## src/rtl/calc_pkg.sv

```systemverilog
// Shared definitions for the BCD calculator: key codes, operand sequencer
// state encoding and the BCD digit type.
package calc_pkg;

    localparam logic [3:0] TECLA_MAIS  = 4'hA;
    localparam logic [3:0] TECLA_IGUAL = 4'hB;
    localparam logic [3:0] TECLA_LIMPA = 4'hC;

    typedef logic [3:0] bcd_t;

    typedef enum logic [2:0] {
        ESPERA_A     = 3'd0,
        ESPERA_OP    = 3'd1,
        ESPERA_B     = 3'd2,
        ESPERA_IGUAL = 3'd3,
        DISPARO      = 3'd4
    } estado_t;

    function automatic logic eh_digito(input logic [3:0] codigo);
        return codigo <= 4'd9;
    endfunction

    function automatic logic eh_invalida(input logic [3:0] codigo);
        return codigo >= 4'hD;
    endfunction

endpackage

```

## src/rtl/filtro_tecla.sv

```systemverilog
// Key-present debounce: two-flop synchronizer followed by a consecutive-high
// counter; emits one registered accept strobe per press.
module filtro_tecla #(
    parameter int DEBOUNCE_CICLOS = 16
) (
    input  logic clk,
    input  logic rst,
    input  logic tecla_valida,
    output logic aceita
);

    localparam logic [7:0] LIMITE = 8'(DEBOUNCE_CICLOS);

    logic       sinc1_reg;
    logic       sinc2_reg;
    logic [7:0] cont_reg;
    logic       aceita_reg;

    // Counter saturates at LIMITE so a held key is accepted only once.
    always_ff @(posedge clk or posedge rst) begin
        if (rst) begin
            sinc1_reg  <= 1'b0;
            sinc2_reg  <= 1'b0;
            cont_reg   <= '0;
            aceita_reg <= 1'b0;
        end else begin
            sinc1_reg  <= tecla_valida;
            sinc2_reg  <= sinc1_reg;
            if (!sinc2_reg) begin
                cont_reg <= '0;
            end else if (cont_reg != LIMITE) begin
                cont_reg <= cont_reg + 8'd1;
            end
            aceita_reg <= sinc2_reg && (cont_reg == LIMITE - 8'd1);
        end
    end

    assign aceita = aceita_reg;

endmodule

```

## src/rtl/entrada_operandos.sv

```systemverilog
// Keypad operand sequencer feeding the BCD adder: digit '+' digit '=' -> agora.
// Optional input debounce enabled by defining ENTRADA_DEBOUNCE_EN.
import calc_pkg::*;

module entrada_operandos #(
    parameter int DEBOUNCE_CICLOS = 16
) (
    input  logic       clk,
    input  logic       rst,
    input  logic       tecla_valida,
    input  logic [3:0] tecla,
    output bcd_t       A,
    output bcd_t       B,
    output logic       agora,
    output logic       erro,
    output logic [2:0] estado
);

    estado_t estado_reg, estado_next;
    bcd_t    a_reg, a_next;
    bcd_t    b_reg, b_next;
    logic    agora_reg, agora_next;
    logic    erro_reg, erro_next;
    logic    aceita;

`ifdef ENTRADA_DEBOUNCE_EN
    filtro_tecla #(
        .DEBOUNCE_CICLOS(DEBOUNCE_CICLOS)
    ) u_filtro (
        .clk          (clk),
        .rst          (rst),
        .tecla_valida (tecla_valida),
        .aceita       (aceita)
    );
`else
    logic unused_debounce;
    assign unused_debounce = ^8'(DEBOUNCE_CICLOS);
    assign aceita          = tecla_valida;
`endif

    always_ff @(posedge clk or posedge rst) begin
        if (rst) begin
            estado_reg <= ESPERA_A;
            a_reg      <= '0;
            b_reg      <= '0;
            agora_reg  <= 1'b0;
            erro_reg   <= 1'b0;
        end else begin
            estado_reg <= estado_next;
            a_reg      <= a_next;
            b_reg      <= b_next;
            agora_reg  <= agora_next;
            erro_reg   <= erro_next;
        end
    end

    always_comb begin
        estado_next = estado_reg;
        if (estado_reg == DISPARO) begin
            estado_next = ESPERA_A;
        end else if (aceita && tecla == TECLA_LIMPA) begin
            estado_next = ESPERA_A;
        end else if (aceita) begin
            case (estado_reg)
                ESPERA_A:     if (eh_digito(tecla))    estado_next = ESPERA_OP;
                ESPERA_OP:    if (tecla == TECLA_MAIS)  estado_next = ESPERA_B;
                ESPERA_B:     if (eh_digito(tecla))    estado_next = ESPERA_IGUAL;
                ESPERA_IGUAL: if (tecla == TECLA_IGUAL) estado_next = DISPARO;
                default:      estado_next = ESPERA_A;
            endcase
        end
    end

    // Strobe is registered: high in the cycle the state register holds DISPARO.
    always_comb begin
        a_next     = a_reg;
        b_next     = b_reg;
        erro_next  = 1'b0;
        agora_next = (estado_next == DISPARO);
        if (aceita) begin
            if (estado_reg == DISPARO || eh_invalida(tecla)) begin
                erro_next = 1'b1;
            end else if (tecla == TECLA_LIMPA) begin
                a_next = '0;
                b_next = '0;
            end else if (eh_digito(tecla)) begin
                if (estado_reg == ESPERA_A || estado_reg == ESPERA_OP) begin
                    a_next = tecla;
                end else begin
                    b_next = tecla;
                end
            end
        end
    end

    assign A      = a_reg;
    assign B      = b_reg;
    assign agora  = agora_reg;
    assign erro   = erro_reg;
    assign estado = estado_reg;

endmodule

```

## config.mk

```make
export PLATFORM = sky130hd
export DESIGN_NAME = entrada_operandos
export DESIGN_NICKNAME = d
export VERILOG_FILES = /design/src/rtl/calc_pkg.sv /design/src/rtl/filtro_tecla.sv /design/src/rtl/entrada_operandos.sv
export SDC_FILE = /design/constraint.sdc
export NUM_CORES = 1
export LEC_CHECK = 0
export ABC_AREA = 1
export BUFFER_PORTS_ARGS = -buffer_cell sky130_fd_sc_hd__clkbuf_2
export CAP_MARGIN = 0
export CORE_MARGIN = 4
export CORE_UTILIZATION = 45
export CTS_BUF_LIST = sky130_fd_sc_hd__clkbuf_4 sky130_fd_sc_hd__clkbuf_8 sky130_fd_sc_hd__clkbuf_16
export DETAILED_ROUTE_END_ITERATION = 8
export PLACE_DENSITY_LB_ADDON = 0.2
export SKIP_LAST_GASP = 1
export SYNTH_ARGS = -nofsm -noshare
export SYNTH_HDL_FRONTEND = slang
export SYNTH_SLANG_ARGS = --single-unit
```

## constraint.sdc

```tcl
create_clock -name clk -period 2 [get_ports clk]
set_input_delay 0.2 -clock clk [delete_from_list [all_inputs] [get_ports clk]]
set_output_delay 0.2 -clock clk [all_outputs]
set_load 0.005 [all_outputs]
```

=== After elaboration in Yosys (flattened, before gate mapping) ===
Index checks and enable logic that the tools add are counted.

* Bits in registers: 13
* Logic and storage cells: 41

* $lt $le $gt $ge: 2
* Equal/unequal tests: 9
* Mux-type cells: 16
* Bitwise gates (word level): 1
* Reductions and logical operators: 8

{| class="wikitable"
|+ Operators by type and width
! kind !! number
|-
| 4-bit two-way mux || 6
|-
| 3-bit two-way mux || 7
|-
| 4-bit == test (second input constant) || 3
|-
| 3-bit one-hot mux with 4 select lines || 1
|-
| 4-bit AND reduction || 2
|-
| 3-bit by 2-bit == test with 1-bit output (second input constant) || 2
|-
| 3-bit == test (second input constant) || 2
|-
| 4-bit greater-or-equal comparator (second input constant) || 1
|-
| 4-bit less-or-equal comparator (second input constant) || 1
|-
| 2-bit nonzero test || 2
|-
| 3-bit by 1-bit == test with 1-bit output (second input constant) || 1
|-
| 3-bit logical NOT || 1
|-
| 1-bit logical OR || 2
|-
| 1-bit two-way mux || 2
|-
| 2-bit != test (second input constant) || 1
|-
| 1-bit logical AND || 1
|-
| 1-bit NOT || 1
|}

=== Longest topological paths before layout ===
Gate-level depths: netlist of run 1.

* Depth after elaboration: 7
* Gate-level depth with buffers: 9
* Gate-level depth less buffers: 9

=== Worst setup path after synthesis of run 1 ===
OpenSTA, ideal clock, no wires.

* Kind: register to register
* From: reg estado_reg[1] (netlist: estado[1])
* To: reg a_reg[0] (netlist: A[0])
* Library setup time: 117 ps
* Arrival: 1113 ps
* Path slack: 770 ps
* Cell stages (with the launch flop): 8
* Path buffers: 0
* Clock period less this slack: 1230 ps
* Cell sequence: dfrtp_1 -> nor2_1 -> nand2_2 -> o21ai_2 -> nor3_4 -> nand2_2 -> nand2_1 -> nand2_1

* Cells in the longest elaborated chain, start to end: 4
* Elaborated cells between the ends (all ways): 8

{| class="wikitable"
|+ RTL lines
! element !! line !! source
|-
| start: declaration || entrada_operandos.sv:19 || <nowiki>estado_t estado_reg, estado_next;</nowiki>
|-
| start signal: assignment || entrada_operandos.sv:49 || <nowiki>estado_reg <= estado_next;</nowiki>
|-
| 3-bit by 1-bit == test with 1-bit output (tied with other cells) || entrada_operandos.sv:87 || <nowiki>if (estado_reg == ESPERA_A || estado_reg == ESPERA_OP) begin</nowiki>
|-
| 1-bit logical OR (on tied branches) || entrada_operandos.sv:87, entrada_operandos.sv:81 ||
|-
| 2-bit nonzero test (no line) or 1-bit NOT (tied branches) || - ||
|-
| 4-bit AND reduction (no line) * || - ||
|-
| end signal: assignment || entrada_operandos.sv:50 || <nowiki>a_reg <= a_next;</nowiki>
|-
| end: declaration || entrada_operandos.sv:20 || <nowiki>bcd_t a_reg, a_next;</nowiki>
|}

Every way passes the cells marked *; elsewhere a longest branch is shown, timed or not.
A chain may end at the register's enable or synchronous reset.

=== Worst setup path in the final report of run 1 ===
* From: reg estado_reg[1] (netlist: estado[1])
* To: reg a_reg[1] (netlist: A[1])

Same word-level chain as after synthesis.

==> flow_summary.json, run 1 <==
{
  "grt_use_met2_pct": 28.6,
  "root_buffer": "clkbuf_4",
  "netlist_area_um2": 701,
  "nets": 131,
  "r2r_cells": 7,
  "insertion_delay_ns": 0.27,
  "hold-path-cell-count": 3,
  "gr-usage-met1_pct": 20.1,
  "dp_hpwl_um": 1250,
  "cts-htree-levels": 1,
  "endpoint_kind": "flip-flop",
  "synthArstFlopShare_pct": 100,
  "gp_congestion": 0.900,
  "cp.required_ns": 2.16,
  "ys_types": 12,
  "startpoint_type": "flip-flop",
  "via_per_inst": 4.91,
  "maxCapViolCount": 0,
  "rsz0062_at_grt": "no",
  "synthTopCellsByArea": "dfrtp_1, nand2_1, nand3_1",
  "grt_use_total_pct": 16.1,
  "finalNonFillerCells": 138,
  "die_w_um": 47.5,
  "rows": 13,
  "critical_path_class": "flip-flop to flip-flop",
  "io_buffer_count": 19,
  "timing.rr.end": "A[1]$_DFFE_PP0P_",
  "die-area_um2": 2250,
  "ir_worst_vdd_uv": 504,
  "synth_commonest_cells": "nand2_1, nor2_1, nand3_1",
  "diodes": 0,
  "hold_path.startpoint": "tecla[1]",
  "holdPathEnd": "B[1]$_DFFE_PP0P_",
  "cts_sinks": 13,
  "grtUsageMet3_pct": 3.76,
  "ant_nets": 0,
  "grt_pass1_wl_um": 2590,
  "postSynthNetCount": 106,
  "yosys.area_share.simple_pct": 43.0,
  "cts_tree": "done",
  "synth_top_cell_area_share_pct": 46.4,
  "finalPower_mw": 0.997,
  "cts_made_buffers": 3,
  "yosysMostFrequentCell": "nand2_1",
  "synth-seq-cells": 13,
  "wl_per_cell_um": 11.3,
  "vias": 677,
  "synthFlopType": "dfrtp_1",
  "initial_core_util_pct": 50.7,
  "path_clk_slew_ns": 0.08,
  "post_cts_buffers": 0,
  "status": "finished, final reports clean",
  "dp_cells": 133,
  "rrSetupSlack_ns": 0.62,
  "timing.hold.ws_ns": 0.213,
  "grt_start_max_net_pins": 14,
  "reg2reg_from": "estado[1]$_DFF_PP0_",
  "hold_buffers": 1,
  "synthCells": 99,
  "layout_setup_ws_ns": 0.622,
  "drt-initial-drc-count": 9,
  "grt_pass1_vias": 610,
  "drc": 0,
  "seq_area_frac_synth_pct": 46.4,
  "antenna_found_initial": 0,
  "max_freq_ghz": 0.726,
  "pwr_density_cell_nw_per_um2": 1170,
  "finalHoldViolations": 0,
  "io_pins": 20,
  "cp_max_fo": 10,
  "synth_edf_count": 0,
  "synth_compound_area_share_pct": 4.11,
  "cts_resized": 0,
  "slew_headroom_pct": 64.2,
  "yosys_warnings": 0,
  "overflow": 0,
  "place_ws_ns": 0.631,
  "synth_top_family_by_area": "simple AND/OR/NAND/NOR gates",
  "syn_to_final_growth_pct": 22.0,
  "synth.area.mux_share_pct": 0,
  "critPathArrivalTime_ns": 1.54,
  "tightest_slew_ns": 0.536,
  "fp.dieH_um": 47.5,
  "synth_top_area_cell": "dfrtp_1",
  "slew_violations": 0,
  "drive_above_1_share_pct": 23.6,
  "hp-class": "primary input to flip-flop",
  "top_usage_layer": "met2",
  "drtPass1Iterations": 4,
  "fin_setup_tns_ns": 0,
  "core_um2": 1380,
  "finalCritPeriodShare_pct": 68.9,
  "leakagePower_nw": 0.505,
  "clock_skew_ns": 0.00935,
  "synth-adder-area-share_pct": 0,
  "synth_xor_area_share_pct": 0,
  "synth.avg_cell_area_um2": 7.08,
  "finalCriticalPeriod_ns": 1.38,
  "setup_violations": 0,
  "wl_um": 1560,
  "clk_path_buf_depth": 2
}
[cells by family (layout without fill, tap and decap cells)]
group           Yosys count  in the layout
simple gates             70             70
flops                    13             13
buf+inv                  12             36
compound gates            4              4
[layer usage]
metal,vias up,wire [µm]
li1,361,-
met1,292,708
met2,24,760
met3,0,90
met4,0,0
met5,-,0
[critical path, stage by stage (launching register included)]
cell     delay, ns
dfrtp_1       0.45
nor2_1        0.08
nand2_2       0.08
o21ai_2       0.08
nor3_4        0.30
nand2_2       0.13
nand2_1       0.08
nand2_1       0.06
[worst max path at each step]
stage	from	to	slack, ns	cells past startpoint
floorplan	estado[1]$_DFF_PP0_	A[0]$_DFFE_PP0P_	0.77	7
global placement	estado[1]$_DFF_PP0_	A[0]$_DFFE_PP0P_	0.68	7
detailed placement	estado[1]$_DFF_PP0_	A[1]$_DFFE_PP0P_	0.63	7
CTS	estado[1]$_DFF_PP0_	A[1]$_DFFE_PP0P_	0.61	7
global route	estado[1]$_DFF_PP0_	B[2]$_DFFE_PP0P_	0.47	7
finish	estado[1]$_DFF_PP0_	A[1]$_DFFE_PP0P_	0.62	7
[cell type report]
type	count	area [µm²]
well taps	15	18.8
repair buffers	20	105
inverters	12	45.0
fillers	131	528
multi-input cells	74	330
clock buffers	4	30.0
flip-flops and latches	13	325
[report_power, final]
group          internal (mW)  total (mW)  leakage, nW  switching, mW
Clock                 0.0906       0.170       0.0184         0.0793
Combinational          0.162       0.389        0.322          0.227
Sequential             0.366       0.438        0.164         0.0718
[metrics by stage]
stage               utilization, %  area (µm²)
floorplan                        -         701
CTS                           61.8         855
global placement              58.9         815
detailed placement            58.9         815
finish                        61.8         855
global route                  61.8         855
[cells in the final DEF, fill, tap and decap left out]
| cell | n |
|---|---|
| nand2_1 | 35 |
| clkbuf_2 | 19 |
| nor2_1 | 16 |
| nand3_1 | 15 |
| dfrtp_1 | 13 |
| inv_1 | 11 |
| clkbuf_4 | 4 |
| nand2_2 | 3 |
| inv_2 | 1 |
| o21ai_2 | 1 |
| nor3_4 | 1 |
| a21boi_0 | 1 |
| o211ai_1 | 1 |
| a21oi_1 | 1 |
| dlygate4sd3_1 | 1 |
No activity file was read; power rests on OpenSTA's default activity.
==> run 2: changes to the inputs <==
--- a/config.mk
+++ b/config.mk
@@ -5,7 +5,7 @@
 export SDC_FILE = /design/constraint.sdc
 export NUM_CORES = 1
 export LEC_CHECK = 0
-export ABC_AREA = 1
+export ABC_AREA = 0
 export BUFFER_PORTS_ARGS = -buffer_cell sky130_fd_sc_hd__clkbuf_2
 export CAP_MARGIN = 0
 export CORE_MARGIN = 4
==> constraint.sdc (replaced) <==
create_clock -name clk -period 1.2 [get_ports clk]
set_input_delay 0.12 -clock clk [delete_from_list [all_inputs] [get_ports clk]]
set_output_delay 0.12 -clock clk [all_outputs]
set_load 0.005 [all_outputs]
==> run 2 against run 1 <==
Against the previous run: via count up 10%; final area up 14%; utilization up 0.17 points; maximum frequency up 18%; critical endpoint is now estado[1]$_DFF_PP0_; clock-buffer cell count unchanged; die area up 9.9%; sequential power up 44%; worst setup slack worse by 0.59 ns.
==> flow_summary.json, run 2 <==
{
  "status": "finished, final reports clean",
  "grt_start_max_net_pins": 14,
  "wl_met3_um": 87,
  "hp-class": "primary input to flip-flop",
  "timing.rr.end": "estado[1]$_DFF_PP0_",
  "fillCellCount": 141,
  "netSwitchingFraction_pct": 32.8,
  "nets": 116,
  "wl_met1_um": 786,
  "die-area_um2": 2480,
  "via_per_inst": 6.03,
  "slew_headroom_pct": 67.1,
  "gp_congestion": 0.810,
  "grt_use_total_pct": 16.8,
  "core_um2": 1580,
  "io_buffer_count": 19,
  "top_layer": "met4",
  "netlist_area_um2": 785,
  "slew_violations": 0,
  "insertion_delay_ns": 0.28,
  "path_buf_inv": 0,
  "synth.avg_cell_area_um2": 9.45,
  "drtPass1Iterations": 4,
  "synth-seq-cells": 13,
  "cts_sinks": 13,
  "path_cells": "and4b_1, and4_1, a311o_1",
  "yosysMostFrequentCell": "dfrtp_1",
  "root_buffer": "clkbuf_4",
  "initial_core_util_pct": 49.8,
  "power_switching_mw": 0.457,
  "finalPower_mw": 1.39,
  "post_cts_buffers": 0,
  "combPwrFrac_pct": 33.6,
  "die_w_um": 49.8,
  "path_clk_slew_ns": 0.09,
  "synth_top_cell_area_share_pct": 41.5,
  "finalCritPeriodShare_pct": 97.2,
  "startpoint_type": "flip-flop",
  "dp_cells": 119,
  "overflow": 0,
  "ir_worst_vdd_uv": 748,
  "syn_to_final_growth_pct": 24.6,
  "finalCriticalPeriod_ns": 1.17,
  "holdPathEnd": "erro$_DFF_PP0_",
  "drive_above_1_share_pct": 39.8,
  "yosys_warnings": 0,
  "critPathArrivalTime_ns": 1.33,
  "synth_commonest_cells": "dfrtp_1, nand2_1, o21ai_1",
  "cts-htree-levels": 1,
  "grt_pass1_wl_um": 3280,
  "intPower_mw": 0.937,
  "wl_per_cell_um": 14.3,
  "setup_violations": 0,
  "postSynthNetCount": 90,
  "r2r_cells": 3,
  "leakagePower_nw": 0.429,
  "drc": 0,
  "rows": 14,
  "dr_wl_met2_um": 871,
  "fin_setup_tns_ns": 0,
  "vias": 748,
  "rrSetupSlack_ns": 0.03,
  "fp.dieH_um": 49.8,
  "cp_max_fo": 4,
  "max_freq_ghz": 0.858,
  "p_clk_share_pct": 21.3,
  "rsz0062_at_grt": "yes",
  "reg2reg_from": "estado[0]$_DFF_PP0_",
  "pwr_density_cell_nw_per_um2": 1430,
  "seq_area_frac_synth_pct": 41.5,
  "io_pins": 20,
  "critical_path_class": "flip-flop to flip-flop",
  "synth_edf_count": 0,
  "synthCells": 83,
  "antenna_found_initial": 0,
  "drt-initial-drc-count": 11,
  "path_delay_family": "flip-flops",
  "final_util_pct": 62.0,
  "maxCapViolCount": 0,
  "synthFlopType": "dfrtp_1",
  "p_seq_share_pct": 45.1,
  "ys_types": 36,
  "cp_slowest_stage_delay_ns": 0.41,
  "layout_common_cells": "clkbuf_2, dfrtp_1, nand2_1, buf_4, o21ai_1",
  "mostFrequentLayoutCell": "clkbuf_2",
  "synthTopCellsByArea": "dfrtp_1, o221ai_1, nand2_1",
  "cts_tree": "done",
  "finalHoldViolations": 0,
  "clk_path_buf_depth": 2,
  "synthArstFlopShare_pct": 100,
  "finalNonFillerCells": 124,
  "wl_um": 1770,
  "dp_hpwl_um": 1380,
  "hold_path.startpoint": "tecla_valida",
  "cp.required_ns": 1.37,
  "endpoint_kind": "flip-flop",
  "tightest_slew_ns": 0.492,
  "crit_path_top_delay_cell": "dfrtp_1",
  "grt_pass1_vias": 739,
  "ant_nets": 0,
  "hold-path-cell-count": 2,
  "synth_top_area_cell": "dfrtp_1",
  "clock_skew_ns": 0.00885,
  "diodes": 0,
  "cts_made_buffers": 3
}
==> run 2: cell count changes in the layout (fill, tap and decap cells not counted), moves of 4 or more <==
cell and delta:
nor2_1 -13, nand3_1 -11, o221ai_1 +4, buf_4 +8, nand2_1 -26, o21ai_1 +6
inv_1 -9
==> run 2: cell families after synthesis <==
| kind of cell | Yosys count | synth area share [%] |
|---|---|---|
| simple gates | 33 | 27.1 |
| compound gates | 26 | 23.6 |
| flops | 13 | 41.5 |
| buf+inv | 9 | 5.26 |
| xor+xnor | 1 | 1.12 |
| mux | 1 | 1.44 |
==> run 2: power by group through the flow <==
stage	Clock (mW)	Combinational (mW)	Sequential, mW
after floorplan	0	0.266	0.630
after global placement	0	0.459	0.629
after detailed placement	0	0.466	0.632
after CTS	0.301	0.468	0.626
after global routing	0.336	0.527	0.651
final	0.297	0.469	0.629
==> run 2: what timing repair did <==
action	in CTS	in global routing
cloned	0	0
endpoints found under the hold margin	13	0
pin swaps	1	0
hold buffers	1	0
resized for setup	1	4
setup endpoints to repair	1	9
==> run 2: per-layer routing <==
metal	GRT usage [%]	vias to the layer above
li1	-	360
met1	21.5	361
met2	27.8	22
met3	3.61	5
met4	5.99	0
met5	0	-
==> run 2: layout make-up <==
class | instances | area (µm²) | area share (%)
Clock buffer | 4 | 30.0 | 3.07
Inverter | 2 | 7.51 | 0.768
Multi-Input combinational cell | 61 | 427 | 43.7
Sequential cell | 13 | 328 | 33.5
Tap cell | 16 | 20.0 | 2.05
Timing Repair Buffer | 28 | 165 | 16.9
==> run 2: per-stage QoR <==
stage | instance area (µm²) | setup slack, ns | hold WS [ns]
after floorplan | 785 | 0.00765 | -0.00304
after global placement | 926 | 0.0361 | 0.147
after detailed placement | 926 | 0.00993 | 0.159
after CTS | 967 | 0.00399 | 0.189
after global routing | 977 | -0.0208 | 0.195
final | 977 | 0.0341 | 0.194
==> run 2: worst max path at each step <==
stage	from	to	slack (ns)	cells after the start
finish	estado[0]$_DFF_PP0_	estado[1]$_DFF_PP0_	0.03	3
global route	estado[0]$_DFF_PP0_	estado[1]$_DFF_PP0_	-0.02	3
CTS	estado[0]$_DFF_PP0_	B[3]$_DFFE_PP0P_	0.004	4
detailed placement	estado[0]$_DFF_PP0_	estado[1]$_DFF_PP0_	0.01	3
global placement	estado[1]$_DFF_PP0_	A[1]$_DFFE_PP0P_	0.04	4
floorplan	estado[2]$_DFF_PP0_	estado[1]$_DFF_PP0_	0.008	3
